File: src/rtl/store_buffer_pkg.sv
// Shared constants and types for the store buffer between the MEM stage and dm_4k.
package store_buffer_pkg;
    localparam int SB_DEPTH = 4;
    localparam int SB_PTR_W = $clog2(SB_DEPTH);
    localparam int DM_AW    = 12;

    typedef enum logic {
        ST_RUN   = 1'b0,
        ST_FLUSH = 1'b1
    } sb_state_e;
endpackage

File: src/rtl/store_buffer_if.sv
// MEM-stage request/stall handshake plus the shared dm port driven by the store buffer.
interface store_buffer_if
    import store_buffer_pkg::*;
#(
    parameter int AW = DM_AW
);
    logic          st_valid;
    logic          st_byte;
    logic [AW-1:0] st_addr;
    logic [31:0]   st_data;
    logic          ld_valid;
    logic [AW-1:0] ld_addr;
    logic          flush_req;
    logic          stall;
    logic          flush_done;
    logic          empty;
    logic          dm_we;
    logic          dm_sb;
    logic [AW-1:0] dm_addr;
    logic [31:0]   dm_din;

    modport master (
        output st_valid, st_byte, st_addr, st_data, ld_valid, ld_addr, flush_req,
        input  stall, flush_done, empty, dm_we, dm_sb, dm_addr, dm_din
    );

    modport slave (
        input  st_valid, st_byte, st_addr, st_data, ld_valid, ld_addr, flush_req,
        output stall, flush_done, empty, dm_we, dm_sb, dm_addr, dm_din
    );
endinterface

File: src/rtl/store_buffer_fifo.sv
// Circular store queue: head/tail/count control plus a per-entry word-address match against the load.
module sb_fifo
    import store_buffer_pkg::*;
#(
    parameter int DEPTH = SB_DEPTH,
    parameter int AW    = DM_AW
) (
    input  logic                     clk,
    input  logic                     rst_n,
    input  logic                     enq_i,
    input  logic                     byte_i,
    input  logic [AW-1:0]            addr_i,
    input  logic [31:0]              data_i,
    input  logic                     deq_i,
    input  logic [AW-1:0]            ld_addr_i,
    output logic                     head_byte_o,
    output logic [AW-1:0]            head_addr_o,
    output logic [31:0]              head_data_o,
    output logic [$clog2(DEPTH):0]   count_o,
    output logic                     full_o,
    output logic                     empty_o,
    output logic [DEPTH-1:0]         match_o
);
    localparam int PW = $clog2(DEPTH);
    localparam int CW = PW + 1;

    logic [PW-1:0] head_q, head_d, tail_q, tail_d;
    logic [CW-1:0] count_q, count_d;
    logic          byte_q [DEPTH];
    logic [AW-1:0] addr_q [DEPTH];
    logic [31:0]   data_q [DEPTH];
    logic [PW-1:0] off;

    // Pointers wrap naturally because DEPTH is a power of two.
    always_comb begin
        head_d  = deq_i ? head_q + 1'b1 : head_q;
        tail_d  = enq_i ? tail_q + 1'b1 : tail_q;
        count_d = count_q + CW'(enq_i) - CW'(deq_i);
    end

    always_ff @(posedge clk or negedge rst_n) begin
        if (!rst_n) begin
            head_q  <= '0;
            tail_q  <= '0;
            count_q <= '0;
        end else begin
            head_q  <= head_d;
            tail_q  <= tail_d;
            count_q <= count_d;
        end
    end

    always_ff @(posedge clk) begin
        if (enq_i) begin
            byte_q[tail_q] <= byte_i;
            addr_q[tail_q] <= addr_i;
            data_q[tail_q] <= data_i;
        end
    end

    // An entry is live when its distance from head is below count.
    always_comb begin
        off = '0;
        for (int i = 0; i < DEPTH; i++) begin
            off        = PW'(i) - head_q;
            match_o[i] = ({1'b0, off} < count_q) &&
                         (addr_q[i][AW-1:2] == ld_addr_i[AW-1:2]);
        end
    end

    assign head_byte_o = byte_q[head_q];
    assign head_addr_o = addr_q[head_q];
    assign head_data_o = data_q[head_q];
    assign count_o     = count_q;
    assign full_o      = (count_q == CW'(DEPTH));
    assign empty_o     = (count_q == '0);
endmodule

File: src/rtl/store_buffer.sv
// Store buffer top: dm port arbitration between loads and drains, pipeline stall, RUN/FLUSH control.
module store_buffer
    import store_buffer_pkg::*;
#(
    parameter int DEPTH = SB_DEPTH,
    parameter int AW    = DM_AW
) (
    input  logic         clk,
    input  logic         rst_n,
    store_buffer_if.slave sb
);
    localparam int CW = $clog2(DEPTH) + 1;

    sb_state_e        state_q;
    logic             flush_done_q;
    logic             head_byte;
    logic [AW-1:0]    head_addr;
    logic [31:0]      head_data;
    logic [CW-1:0]    count;
    logic             full, fifo_empty;
    logic [DEPTH-1:0] match;
    logic             hazard, drain, accept, enq, one_left;

    sb_fifo #(.DEPTH(DEPTH), .AW(AW)) u_fifo (
        .clk         (clk),
        .rst_n       (rst_n),
        .enq_i       (enq),
        .byte_i      (sb.st_byte),
        .addr_i      (sb.st_addr),
        .data_i      (sb.st_data),
        .deq_i       (drain),
        .ld_addr_i   (sb.ld_addr),
        .head_byte_o (head_byte),
        .head_addr_o (head_addr),
        .head_data_o (head_data),
        .count_o     (count),
        .full_o      (full),
        .empty_o     (fifo_empty),
        .match_o     (match)
    );

    // A clean load owns the dm port; any hazard or flush hands it to the drain.
    assign hazard   = sb.ld_valid & (|match);
    assign drain    = !fifo_empty & ((state_q == ST_FLUSH) | hazard | !sb.ld_valid);
    assign accept   = !full | drain;
    assign enq      = sb.st_valid & accept & (state_q == ST_RUN) & !sb.flush_req;
    assign one_left = (count == CW'(1));

    always_comb begin
        sb.dm_we   = 1'b0;
        sb.dm_sb   = 1'b0;
        sb.dm_addr = '0;
        sb.dm_din  = '0;
        if (drain) begin
            sb.dm_we   = 1'b1;
            sb.dm_sb   = head_byte;
            sb.dm_addr = head_addr;
            sb.dm_din  = head_data;
        end else if (sb.ld_valid & !hazard) begin
            sb.dm_addr = sb.ld_addr;
        end
    end

    assign sb.stall = (sb.st_valid & !accept) | hazard | (state_q == ST_FLUSH) | sb.flush_req;
    assign sb.empty = fifo_empty;
    assign sb.flush_done = flush_done_q;

    // flush_done is raised on the edge that retires the last entry, so it
    // coincides with the final FLUSH cycle (or the cycle after a flush of an empty buffer).
    always_ff @(posedge clk or negedge rst_n) begin
        if (!rst_n) begin
            state_q      <= ST_RUN;
            flush_done_q <= 1'b0;
        end else begin
            flush_done_q <= 1'b0;
            case (state_q)
                ST_RUN: begin
                    if (sb.flush_req) begin
                        if (fifo_empty | (one_left & drain)) flush_done_q <= 1'b1;
                        if (!fifo_empty) state_q <= ST_FLUSH;
                    end
                end
                ST_FLUSH: begin
                    if (one_left & drain) flush_done_q <= 1'b1;
                    if (fifo_empty) state_q <= ST_RUN;
                end
                default: state_q <= ST_RUN;
            endcase
        end
    end
endmodule

File: src/flat_wrapper.sv
// flat-port wrapper written by rule: the top's interface ports become plain ports
module store_buffer_flat import store_buffer_pkg::*;
#(
    parameter int DEPTH = SB_DEPTH,
    parameter int AW    = DM_AW
)
  (clk, rst_n, sb_st_valid, sb_st_byte, sb_st_addr, sb_st_data, sb_ld_valid, sb_ld_addr, sb_flush_req, sb_stall, sb_flush_done, sb_empty, sb_dm_we, sb_dm_sb, sb_dm_addr, sb_dm_din);
  store_buffer_if #(.AW(AW)) sb_i ();
  input  logic clk;
  input  logic rst_n;
  input wire logic [$bits(sb_i.st_valid)-1:0] sb_st_valid;
  input wire logic [$bits(sb_i.st_byte)-1:0] sb_st_byte;
  input wire logic [$bits(sb_i.st_addr)-1:0] sb_st_addr;
  input wire logic [$bits(sb_i.st_data)-1:0] sb_st_data;
  input wire logic [$bits(sb_i.ld_valid)-1:0] sb_ld_valid;
  input wire logic [$bits(sb_i.ld_addr)-1:0] sb_ld_addr;
  input wire logic [$bits(sb_i.flush_req)-1:0] sb_flush_req;
  output wire logic [$bits(sb_i.stall)-1:0] sb_stall;
  output wire logic [$bits(sb_i.flush_done)-1:0] sb_flush_done;
  output wire logic [$bits(sb_i.empty)-1:0] sb_empty;
  output wire logic [$bits(sb_i.dm_we)-1:0] sb_dm_we;
  output wire logic [$bits(sb_i.dm_sb)-1:0] sb_dm_sb;
  output wire logic [$bits(sb_i.dm_addr)-1:0] sb_dm_addr;
  output wire logic [$bits(sb_i.dm_din)-1:0] sb_dm_din;
  assign sb_i.st_valid = sb_st_valid;
  assign sb_i.st_byte = sb_st_byte;
  assign sb_i.st_addr = sb_st_addr;
  assign sb_i.st_data = sb_st_data;
  assign sb_i.ld_valid = sb_ld_valid;
  assign sb_i.ld_addr = sb_ld_addr;
  assign sb_i.flush_req = sb_flush_req;
  assign sb_stall = sb_i.stall;
  assign sb_flush_done = sb_i.flush_done;
  assign sb_empty = sb_i.empty;
  assign sb_dm_we = sb_i.dm_we;
  assign sb_dm_sb = sb_i.dm_sb;
  assign sb_dm_addr = sb_i.dm_addr;
  assign sb_dm_din = sb_i.dm_din;
  store_buffer #(.DEPTH(DEPTH), .AW(AW)) u_core (.clk(clk), .rst_n(rst_n), .sb(sb_i));
endmodule
File: config.mk
export PLATFORM = sky130hd
export DESIGN_NAME = store_buffer_flat
export DESIGN_NICKNAME = d
export VERILOG_FILES = /design/src/rtl/store_buffer_pkg.sv /design/src/rtl/store_buffer_if.sv /design/src/rtl/store_buffer_fifo.sv /design/src/rtl/store_buffer.sv /design/src/flat_wrapper.sv
export SDC_FILE = /design/constraint.sdc
export NUM_CORES = 1
export LEC_CHECK = 0
export CAP_MARGIN = 20
export CORE_MARGIN = 4
export CORE_UTILIZATION = 30
export DETAILED_ROUTE_END_ITERATION = 10
export REMOVE_ABC_BUFFERS = 1
export SYNTH_ARGS = -nofsm -noshare
export SYNTH_HDL_FRONTEND = slang
export SYNTH_SLANG_ARGS = --single-unit
File: constraint.sdc
create_clock -name clk -period 6.8 [get_ports clk]
set_clock_uncertainty 0.1 [all_clocks]
set_input_delay 1.36 -clock clk [delete_from_list [all_inputs] [get_ports clk]]
set_output_delay 1.36 -clock clk [all_outputs]
set_load 0.02 [all_outputs]
# Word-level counts from Yosys, hierarchy flattened
# Memory sizes are Yosys's and may differ from the RTL's.
# Index checks and enable logic that the tools add are counted.
[word_totals] output_inout_bits=49 regBits=9 ram_bits=180 n_memories=3 input_bits=62
[memory_table] name="u_core.u_fifo.data_q" depth=4 word_bits=32 read_ports=1 rd_ports_with_merged_regs=0 wr=1 line="store_buffer_fifo.sv:31" text="logic [31:0] data_q [DEPTH];"
[memory_table] name="u_core.u_fifo.addr_q" depth=4 word_bits=12 read_ports=5 rd_ports_with_merged_regs=0 wr=1 line="store_buffer_fifo.sv:30" text="logic [AW-1:0] addr_q [DEPTH];"
[memory_table] name="u_core.u_fifo.byte_q" depth=4 word_bits=1 read_ports=1 rd_ports_with_merged_regs=0 wr=1 line="store_buffer_fifo.sv:29" text="logic byte_q [DEPTH];"
[op_classes] addsub=8 mux=14 order_cmp=4 n_bitwise=16 n_reduce_logical=12 eq_ne=6
[op_table] op="$eq 10x10->1" n=4
[op_table] op="$mux 32" n=1
[op_table] op="$mux 12" n=2
[op_table] op="$lt 2x3->1" n=4
[op_table] op="$mux 1" n=9
[op_table] op="$and 1x1->1" n=8
[op_table] op="$or 1x1->1" n=7
[op_table] op="$logic_not 1->1" n=6
[op_table] op="$add 2x1->2 const B" n=2
[op_table] op="$logic_and 1x1->1" n=4
[op_table] op="$pmux 1 s2" n=2
[op_table] op="$reduce_or 4->1" n=1
[op_table] op="$sub 1x2->2 const A" n=2
[op_table] op="$sub 2x2->2 const A" n=2
[op_table] op="$add 3x1->3" n=1
[op_table] op="$eq 3x1->1 const B" n=1
[op_table] op="$eq 3x3->1 const B" n=1
[op_table] op="$logic_not 3->1" n=1
[op_table] op="$sub 3x1->3" n=1
[op_table] op="$not 1->1" n=1

# Longest topological paths before layout
# Gate-level depths: netlist of the first run.
[depth] ltp_word=14 depth_mapped=19 ltp_nobuf=15

# Hierarchy
# From an unflattened synthesis of the first run, not the netlist that was laid out.
[hier_totals] cells_unflattened=414 hier_area_um2=7951.4
[by_module_without_submodules] module="sb_fifo" cells_per_inst=344 area_each_um2=7437.1 instances=1 seq_area_each_um2=5580.4
[by_module_without_submodules] module="store_buffer" cells_per_inst=70 area_each_um2=514.2 instances=1 seq_area_each_um2=50.0

# Worst setup path before layout of the first run
# OpenSTA, ideal clock, no wires.
[synth_path] path_type="input to register" from="input port sb_ld_addr[9]" to="memory u_core.u_fifo.addr_q[0][0] (netlist name), enable pin" setup_time_ps=513 n_path_buf=2 path_stages=7 required_time_ps=6187 slack_ps=348 arrival_time_ps=5840 cell_sequence="buf_2 -> xnor2_1 -> nand4_1 -> o41ai_4 -> buf_4 -> nor4b_2 -> nor3b_1"
[synth_between] elab_chain_len=13 elab_cells_between_ends=19
[synth_lines] item="start, declared" line="flat_wrapper.sv:16" text="input wire logic [$bits(sb_i.ld_addr)-1:0] sb_ld_addr;"
[synth_lines] item="$eq 10x10->1" line="store_buffer_fifo.sv:67" text="(addr_q[i][AW-1:2] == ld_addr_i[AW-1:2]);"
[synth_lines] item="$logic_and 1x1->1" line="store_buffer_fifo.sv:66" text="match_o[i] = ({1'b0, off} < count_q) &&"
[synth_lines] item="$reduce_or 4->1 *" line="store_buffer.sv:43" text="assign hazard = sb.ld_valid & (|match);"
[synth_lines] item="$and 1x1->1 *" line="store_buffer.sv:43"
[synth_lines] item="$or 1x1->1 * (2 in series)" line="store_buffer.sv:44" text="assign drain = !fifo_empty & ((state_q == ST_FLUSH) | hazard | !sb.ld_valid);"
[synth_lines] item="$and 1x1->1 *" line="store_buffer.sv:44"
[synth_lines] item="$or 1x1->1 *" line="store_buffer.sv:45" text="assign accept = !full | drain;"
[synth_lines] item="$and 1x1->1 * (3 in series)" line="store_buffer.sv:46" text="assign enq = sb.st_valid & accept & (state_q == ST_RUN) & !sb.flush_req;"
[synth_lines] item="$mux 1 *" line="store_buffer_fifo.sv:54" text="if (enq_i) begin"
[synth_lines] item="$mux 1 (not written as such) *" line="store_buffer_fifo.sv:56" text="addr_q[tail_q] <= addr_i;"
[synth_lines] item="end, declared" line="store_buffer_fifo.sv:30"
# Every way passes the cells marked *; elsewhere a longest branch is shown, timed or not.

# Worst setup path in the final report of the first run
[layout_path] from="input port sb_ld_addr[2]" to="output port sb_dm_addr[5]"
[layout_between] elab_chain_len=8 elab_cells_between_ends=17
[layout_lines] item="$eq 10x10->1" line="store_buffer_fifo.sv:67"
[layout_lines] item="$logic_and 1x1->1" line="store_buffer_fifo.sv:66"
[layout_lines] item="$reduce_or 4->1 *" line="store_buffer.sv:43"
[layout_lines] item="$and 1x1->1 *" line="store_buffer.sv:43"
[layout_lines] item="$or 1x1->1 or $logic_not 1->1 (tied branches)" line="store_buffer.sv:44, store_buffer.sv:59"
[layout_lines] item="$or 1x1->1 or $and 1x1->1 (tied branches)" line="store_buffer.sv:44, store_buffer.sv:59"
[layout_lines] item="$and 1x1->1 or $mux 12 (tied branches)" line="store_buffer.sv:44, store_buffer.sv:59"
[layout_lines] item="$mux 12 *" line="store_buffer.sv:54" text="if (drain) begin"
[layout_lines] item="end, declared" line="flat_wrapper.sv:23" text="output wire logic [$bits(sb_i.dm_addr)-1:0] sb_dm_addr;"
# Marks and branches as above.

==> run_results.csv, run 1 <==
group,metric,value,unit
run_status,outcome,"finished, final reports clean",
route,drcViolationCount,0,
route,num_vias,4673,
grt,grt_antenna_before_repair,0,
clocking,cts_resized,0,
pwr,pwr-share-clk,0.240,
route,wl_met1,8.70,mm
placed_design,place.gp.congestion,0.826,
synth,synth_enable_flop_cells,180,
job,drv_cap,0,
finish,synthToLayoutAreaGrowth,25.4,%
finish,fin_area,0.0105,sq mm
floorplan,pin_count,111,
floorplan,rows,61,
pwr,p_int,0.00274,W
setup_path,r2r_setup_slack,2.43,ns
sta,max_slew.worst_pin.slew,1.02,ns
sta,final_max_slew_viol_count,0,
placed_design,dpl-instance-area,0.00994,sq mm
setup_path,critPathRequiredTime,5.34,ns
finish,layout_commonest_cell,"edfxtp_1",
sta,fmax,168,MHz
floorplan,dieArea,0.0308,sq mm
setup_path,crit_fanout,12,
sta,hold_ws,0.499,ns
sta,maxSlewHeadroom,0.323,
clocking,clockBufferDepth,2,
sta,period_share,0.874,
synth,synth_cells,482,
grt,track_usage,0.128,
route,first_pass_iters,4,
setup_path,setup.worst_path.end,"sb_dm_addr[5]",
clocking,cts_max_level,4,
floorplan,die_h,175,microns
setup_path,timing.rr.start,"u_core.u_fifo.head_q[1]$_DFFE_PN0P_",
floorplan,start_util,0.303,
setup_path,reg2reg_depth,14,
finish,layout-drive-gt1-share,0.198,
sta,min_period,5.94,ns
sta,finalHoldViolations,0,
synth,ys_ff_latch,189,
grt,grt_first_pass_wirelength,30.2,mm
pwr,p_sw_frac,0.349,
clocking,clock_latency,0.42,ns
floorplan,fp.coreArea,0.0277,sq mm
setup_path,cp.arrival,4.48,ns
route,wl,19.4,mm
clocking,clkSinkCount,189,
synth,seq_area_frac_synth,0.670,
setup_path,crit_type,"input port to primary output",
min_path,hold_path_class,"flip-flop to flip-flop",
clocking,cts_setup_buffers,0,
pwr,power,0.00421,W
synth,synth_flop_cell,"edfxtp_1",
route,viasPerCell,4.77,
synth,yosys.area.top_type_share,0.643,
grt,grt_max_degree,48,
pwr,vdd_ir_drop_max,0.168,mV
route,met2_length,9.67,mm
synth,yosys_warnings,0,
finish,n_antenna_cell,0,
synth,async_flop_share,0.0476,
placed_design,port_buffers,110,
setup_path,crit_start,"sb_ld_addr[2]",
floorplan,die_x,175,microns
finish,utilization,0.380,
finish,layout_common_cells,"edfxtp_1, clkdlybuf4s50_1, mux4_2",
sta,rsz0062_at_grt,"false",
route,highest_layer,"met4",
synth,syn_avg_cell_area,17.4,sq um
finish,fillCellCount,2534,
pwr,power.density,400,mW/mm^2
pwr,p_seq_frac,0.352,
sta,setup_violations,0,
clocking,cts_hold_buf,0,
pwr,pwr-share-comb,0.408,
synth,synth_top_cell_by_area,"edfxtp_1",
route,ant_nets,0,
setup_path,end_kind,"primary output",
setup_path,r2r_end,"u_core.u_fifo.count_o[2]$_DFF_PN0_",
pwr,p_leak,3.45,nW
grt,first_global_vias,5079,
placed_design,hpwl,12.3,mm
synth,synth_area,0.00840,sq mm
clocking,cts_tree,"built",
pwr,p_switching,0.00147,W
clocking,clockRootBuffer,"clkbuf_16",
clocking,clk_pin_slew_worst_paths,0.08,ns
route,route.met3.wl,832,microns
setup_path,setup.worst_path.start_class,"input port",
grt,grt-ovfl-total,0,
clocking,cts_buffers,17,
synth,synth_cell_types,46,
min_path,min-delay-start,"u_core.u_fifo.count_o[2]$_DFF_PN0_",
synth,ys_top_cells_by_area,"edfxtp_1, mux4_2, dfrtp_1, xnor2_1, nor3b_2",
route,wire_per_inst,19.8,microns
route,detail_route.iter0.violations,235,
finish,nets,661,
==> per-layer routing <==
layer / GRT usage / vias up
li1: - / 2093
met1: 0.173 / 2425
met2: 0.215 / 137
met3: 0.0232 / 18
met4: 0.0350 / 0
met5: 0 / -
==> worst min-delay path by stage <==
stage,to,slack [ns],cells after the start
finish,u_core.u_fifo.count_o[2]$_DFF_PN0_,0.50,1
CTS,u_core.u_fifo.count_o[2]$_DFF_PN0_,0.50,1
detailed placement,u_core.u_fifo.count_o[2]$_DFF_PN0_,0.48,1
floorplan,u_core.u_fifo.count_o[2]$_DFF_PN0_,0.42,1
global placement,u_core.u_fifo.count_o[2]$_DFF_PN0_,0.47,1
global route,u_core.u_fifo.count_o[2]$_DFF_PN0_,0.54,1
==> cell families (layout without fill, tap and decap cells) <==
kind of cell	Yosys count	count (layout)	share of synthesized area
compound gates	37	37	0.0319
flops	189	189	0.670
simple gates	100	100	0.0849
mux	45	45	0.121
buf+inv	57	176	0.0307
fa+ha+maj	11	11	0.0173
xor+xnor	43	43	0.0448
==> worst max-delay path, stage by stage <==
cell	delay (ns)
clkdlybuf4s50_1	0.54
xnor2_1	0.29
nand4_1	0.22
o41ai_4	0.73
a21oi_1	0.09
nand3_1	0.48
o22ai_1	0.18
clkdlybuf4s50_1	0.58
==> power groups by stage <==
stage          clock network, W  logic (W)  registers [W]
2_1_floorplan                 0    0.00101        0.00152
3_3_place_gp                  0    0.00172        0.00151
3_5_place_dp                  0    0.00174        0.00151
4_1_cts                 0.00104    0.00175        0.00149
5_1_grt                 0.00109    0.00185        0.00151
6_report                0.00101    0.00172        0.00148
==> flip-flops by register name, summed over array words and instances (netlist names) <==
register,count
u_core.sb.flush_done,1
u_core.state_q,1
u_core.u_fifo.addr_q,48
u_core.u_fifo.byte_q,4
u_core.u_fifo.count_o,3
u_core.u_fifo.data_q,128
u_core.u_fifo.head_q,2
u_core.u_fifo.tail_q,2
==> cell usage after synthesis, types with 3 or more instances <==
library cell	count
nand4_1	5
buf_2	17
inv_1	22
nor2_1	7
nand2_1	19
buf_1	4
xnor2_1	25
nor4_1	5
or4_1	3
nor3b_2	17
nor3b_1	20
o211ai_1	3
a21oi_1	7
ha_1	10
nand3_1	9
clkbuf_1	9
nor3_1	5
o21ai_0	4
o22ai_1	12
xor2_1	18
edfxtp_1	180
dfrtp_1	9
mux4_2	45
==> final cells by class <==
cell class,count,area (sq um),area share
tap,378,473,0.0449
inverter,23,86.3,0.00819
multi-input combinational,236,2540,0.242
sequential,189,5640,0.535
clock inverter,15,175,0.0166
clock buffer,17,425,0.0404
timing repair buffer,121,1200,0.114
==> through the flow <==
stage / setup TNS (ns) / instances / setup slack (ns)
2_1_floorplan: -130.40 / 448 / -0.975
3_3_place_gp: 0 / 947 / 0.995
3_5_place_dp: 0 / 947 / 0.853
4_1_cts: 0 / 979 / 0.858
5_1_grt: 0 / 979 / 0.655
6_report: 0 / 979 / 0.859
Power figures use the tool's default switching activity.
==> run 2, diff against run 1 <==
- CTS_BUF_LIST: unset -> sky130_fd_sc_hd__clkbuf_4 sky130_fd_sc_hd__clkbuf_8 sky130_fd_sc_hd__clkbuf_16
==> results of run 2 <==
The final DEF is identical to that of run 1; final timing and power are the same.
==> run 3, diff against run 2 <==
--- a/constraint.sdc
+++ b/constraint.sdc
@@ -4,2 +4,2 @@
 set_output_delay 1.36 -clock clk [all_outputs]
-set_load 0.02 [all_outputs]
+set_load 0.1 [all_outputs]
==> run 3 against run 2 <==
- worst hold slack worse by 0.0057 ns
- worst setup slack gained 0.23 ns
- non-clock buffer count grew 1
- sequential share of layout area rose by 0.36 points
- cell count rose by 0.10%
- critical path type unchanged
- critical endpoint unchanged
- highest routed layer is now met5
==> run_results.csv, run 3 (synthesis gave the netlist of run 1 again) <==
group,metric,value,unit
clocking,cts_tree,"built",
sta,period_share,0.841,
route,wl,19.2,mm
setup_path,r2r_setup_slack,2.19,ns
finish,nets,662,
sta,setup_violations,0,
sta,tns,0,ns
sta,hold_ws,0.494,ns
finish,layout_commonest_cell,"edfxtp_1",
finish,fin_area,0.0105,sq mm
setup_path,crit_type,"input port to primary output",
grt,track_usage,0.128,
clocking,clockRootBuffer,"clkbuf_16",
floorplan,pin_count,111,
setup_path,critPathRequiredTime,5.34,ns
floorplan,start_util,0.303,
route,drcViolationCount,0,
setup_path,reg2reg_depth,16,
sta,max_slew.worst_pin.slew,0.965,ns
floorplan,die_x,175,microns
min_path,min-delay-start,"u_core.u_fifo.count_o[2]$_DFF_PN0_",
grt,first_global_vias,5087,
placed_design,hpwl,12.4,mm
route,first_pass_iters,4,
finish,fillCellCount,2574,
clocking,cts_max_level,4,
sta,min_period,5.72,ns
setup_path,r2r_end,"u_core.u_fifo.count_o[2]$_DFF_PN0_",
min_path,hold_path_class,"flip-flop to flip-flop",
route,num_vias,4643,
grt,gr-usage-met2,0.215,
finish,largest_reg_flops,128,
sta,fmax,175,MHz
floorplan,fp.coreArea,0.0277,sq mm
grt,grt_max_degree,48,
clocking,cts_buffers,17,
clocking,cts_resized,0,
grt,grt.busiest_layer,"met2",
floorplan,rows,61,
run_status,outcome,"finished, final reports clean",
finish,reg_top3,"u_core.u_fifo.data_q: 128 flops, u_core.u_fifo.addr_q: 48 flops, u_core.u_fifo.byte_q: 4 flops",
clocking,clock_latency,0.42,ns
route,wire_per_inst,19.6,microns
clocking,clkSinkCount,189,
grt,grt_first_pass_wirelength,30.1,mm
min_path,holdPathStages,1,
route,viasPerCell,4.74,
sta,maxSlewHeadroom,0.354,
job,drv_cap,0,
clocking,clk_pin_slew_worst_paths,0.07,ns
floorplan,dieArea,0.0308,sq mm
setup_path,cp.arrival,4.26,ns
route,ant_nets,0,
clocking,clockBufferDepth,2,
placed_design,place.gp.congestion,0.817,
clocking,cts_hold_buf,0,
finish,regMostFlops,"u_core.u_fifo.data_q",
min_path,min_to,"u_core.u_fifo.count_o[2]$_DFF_PN0_",
sta,final_max_slew_viol_count,0,
setup_path,crit_fanout,12,
placed_design,port_buffers,110,
grt,grt-ovfl-total,0,
finish,n_antenna_cell,0,
placed_design,dpl-instance-area,0.00981,sq mm
finish,synthToLayoutAreaGrowth,24.5,%
setup_path,setup.worst_path.start_class,"input port",
grt,grt_antenna_before_repair,1,
finish,layout-drive-gt1-share,0.276,
route,detail_route.iter0.violations,247,
clocking,cts_setup_buffers,0,
sta,rsz0062_at_grt,"false",
setup_path,end_kind,"primary output",
finish,layout_common_cells,"edfxtp_1, clkdlybuf4s50_1, buf_4",
floorplan,die_h,175,microns
finish,utilization,0.378,
sta,finalHoldViolations,0,
setup_path,timing.rr.start,"u_core.u_fifo.head_q[1]$_DFFE_PN0P_",
grt,grtUsageMet3,0.0256,
grt,grt_use_met1,0.167,
## run 3: cell count changes in the layout (fill, tap and decap cells not counted), sizes merged
cell | before | now
bufinv | 1 | 4
clkdlybuf4s50 | 110 | 63
buf | 11 | 59
clkinvlp | 1 | 0
clkinv | 6 | 4
## run 3: final cells by class
type                    instances  area (sq um)  share of cell area
clock inverters                15           226              0.0216
well taps                     378           473              0.0452
flip-flops and latches        189          5640               0.538
clock buffers                  17           425              0.0407
inverters                      23          86.3             0.00825
repair buffers                122          1070               0.103
multi-input cells             236          2540               0.243
## run 3: routing by layer
| metal | share of wire | up-vias |
|---|---|---|
| li1 | - | 2098 |
| met1 | 0.44 | 2396 |
| met2 | 0.50 | 127 |
| met3 | 0.044 | 20 |
| met4 | 0.015 | 2 |
| met5 | 0.00073 | - |
## run 3: critical path, cell delays in order
cell and delay (ns):
clkdlybuf4s50_1 0.54, xnor2_1 0.30, nand4_1 0.24, o41ai_4 0.73
a21oi_1 0.12, nand3_1 0.47, o22ai_1 0.20, buf_4 0.28
## run 3: how the worst max path moves through the flow
stage | from | endpoint | slack [ns] | depth (start not counted)
3_5_place_dp | sb_ld_addr[2] | sb_dm_din[10] | 1.07 | 8
2_1_floorplan | u_core.u_fifo.head_q[0]$_DFFE_PN0P_ | sb_dm_addr[0] | -2.10 | 8
5_1_grt | sb_ld_addr[5] | sb_dm_din[4] | 0.93 | 8
6_report | sb_ld_addr[2] | sb_dm_addr[5] | 1.08 | 8
4_1_cts | sb_ld_addr[2] | sb_dm_din[10] | 1.06 | 8
3_3_place_gp | sb_ld_addr[2] | sb_dm_din[10] | 1.16 | 8
## run 3: metrics by stage
| step | instances | setup WS [ns] |
|---|---|---|
| after floorplan | 448 | -2.10 |
| after global routing | 980 | 0.934 |
| after global placement | 948 | 1.16 |
| final | 980 | 1.08 |
| after CTS | 980 | 1.06 |
| after detailed placement | 948 | 1.07 |
Power of run 3 is not shown: default switching activity piles up to over one toggle a cycle in this logic, so the estimate is an artifact.
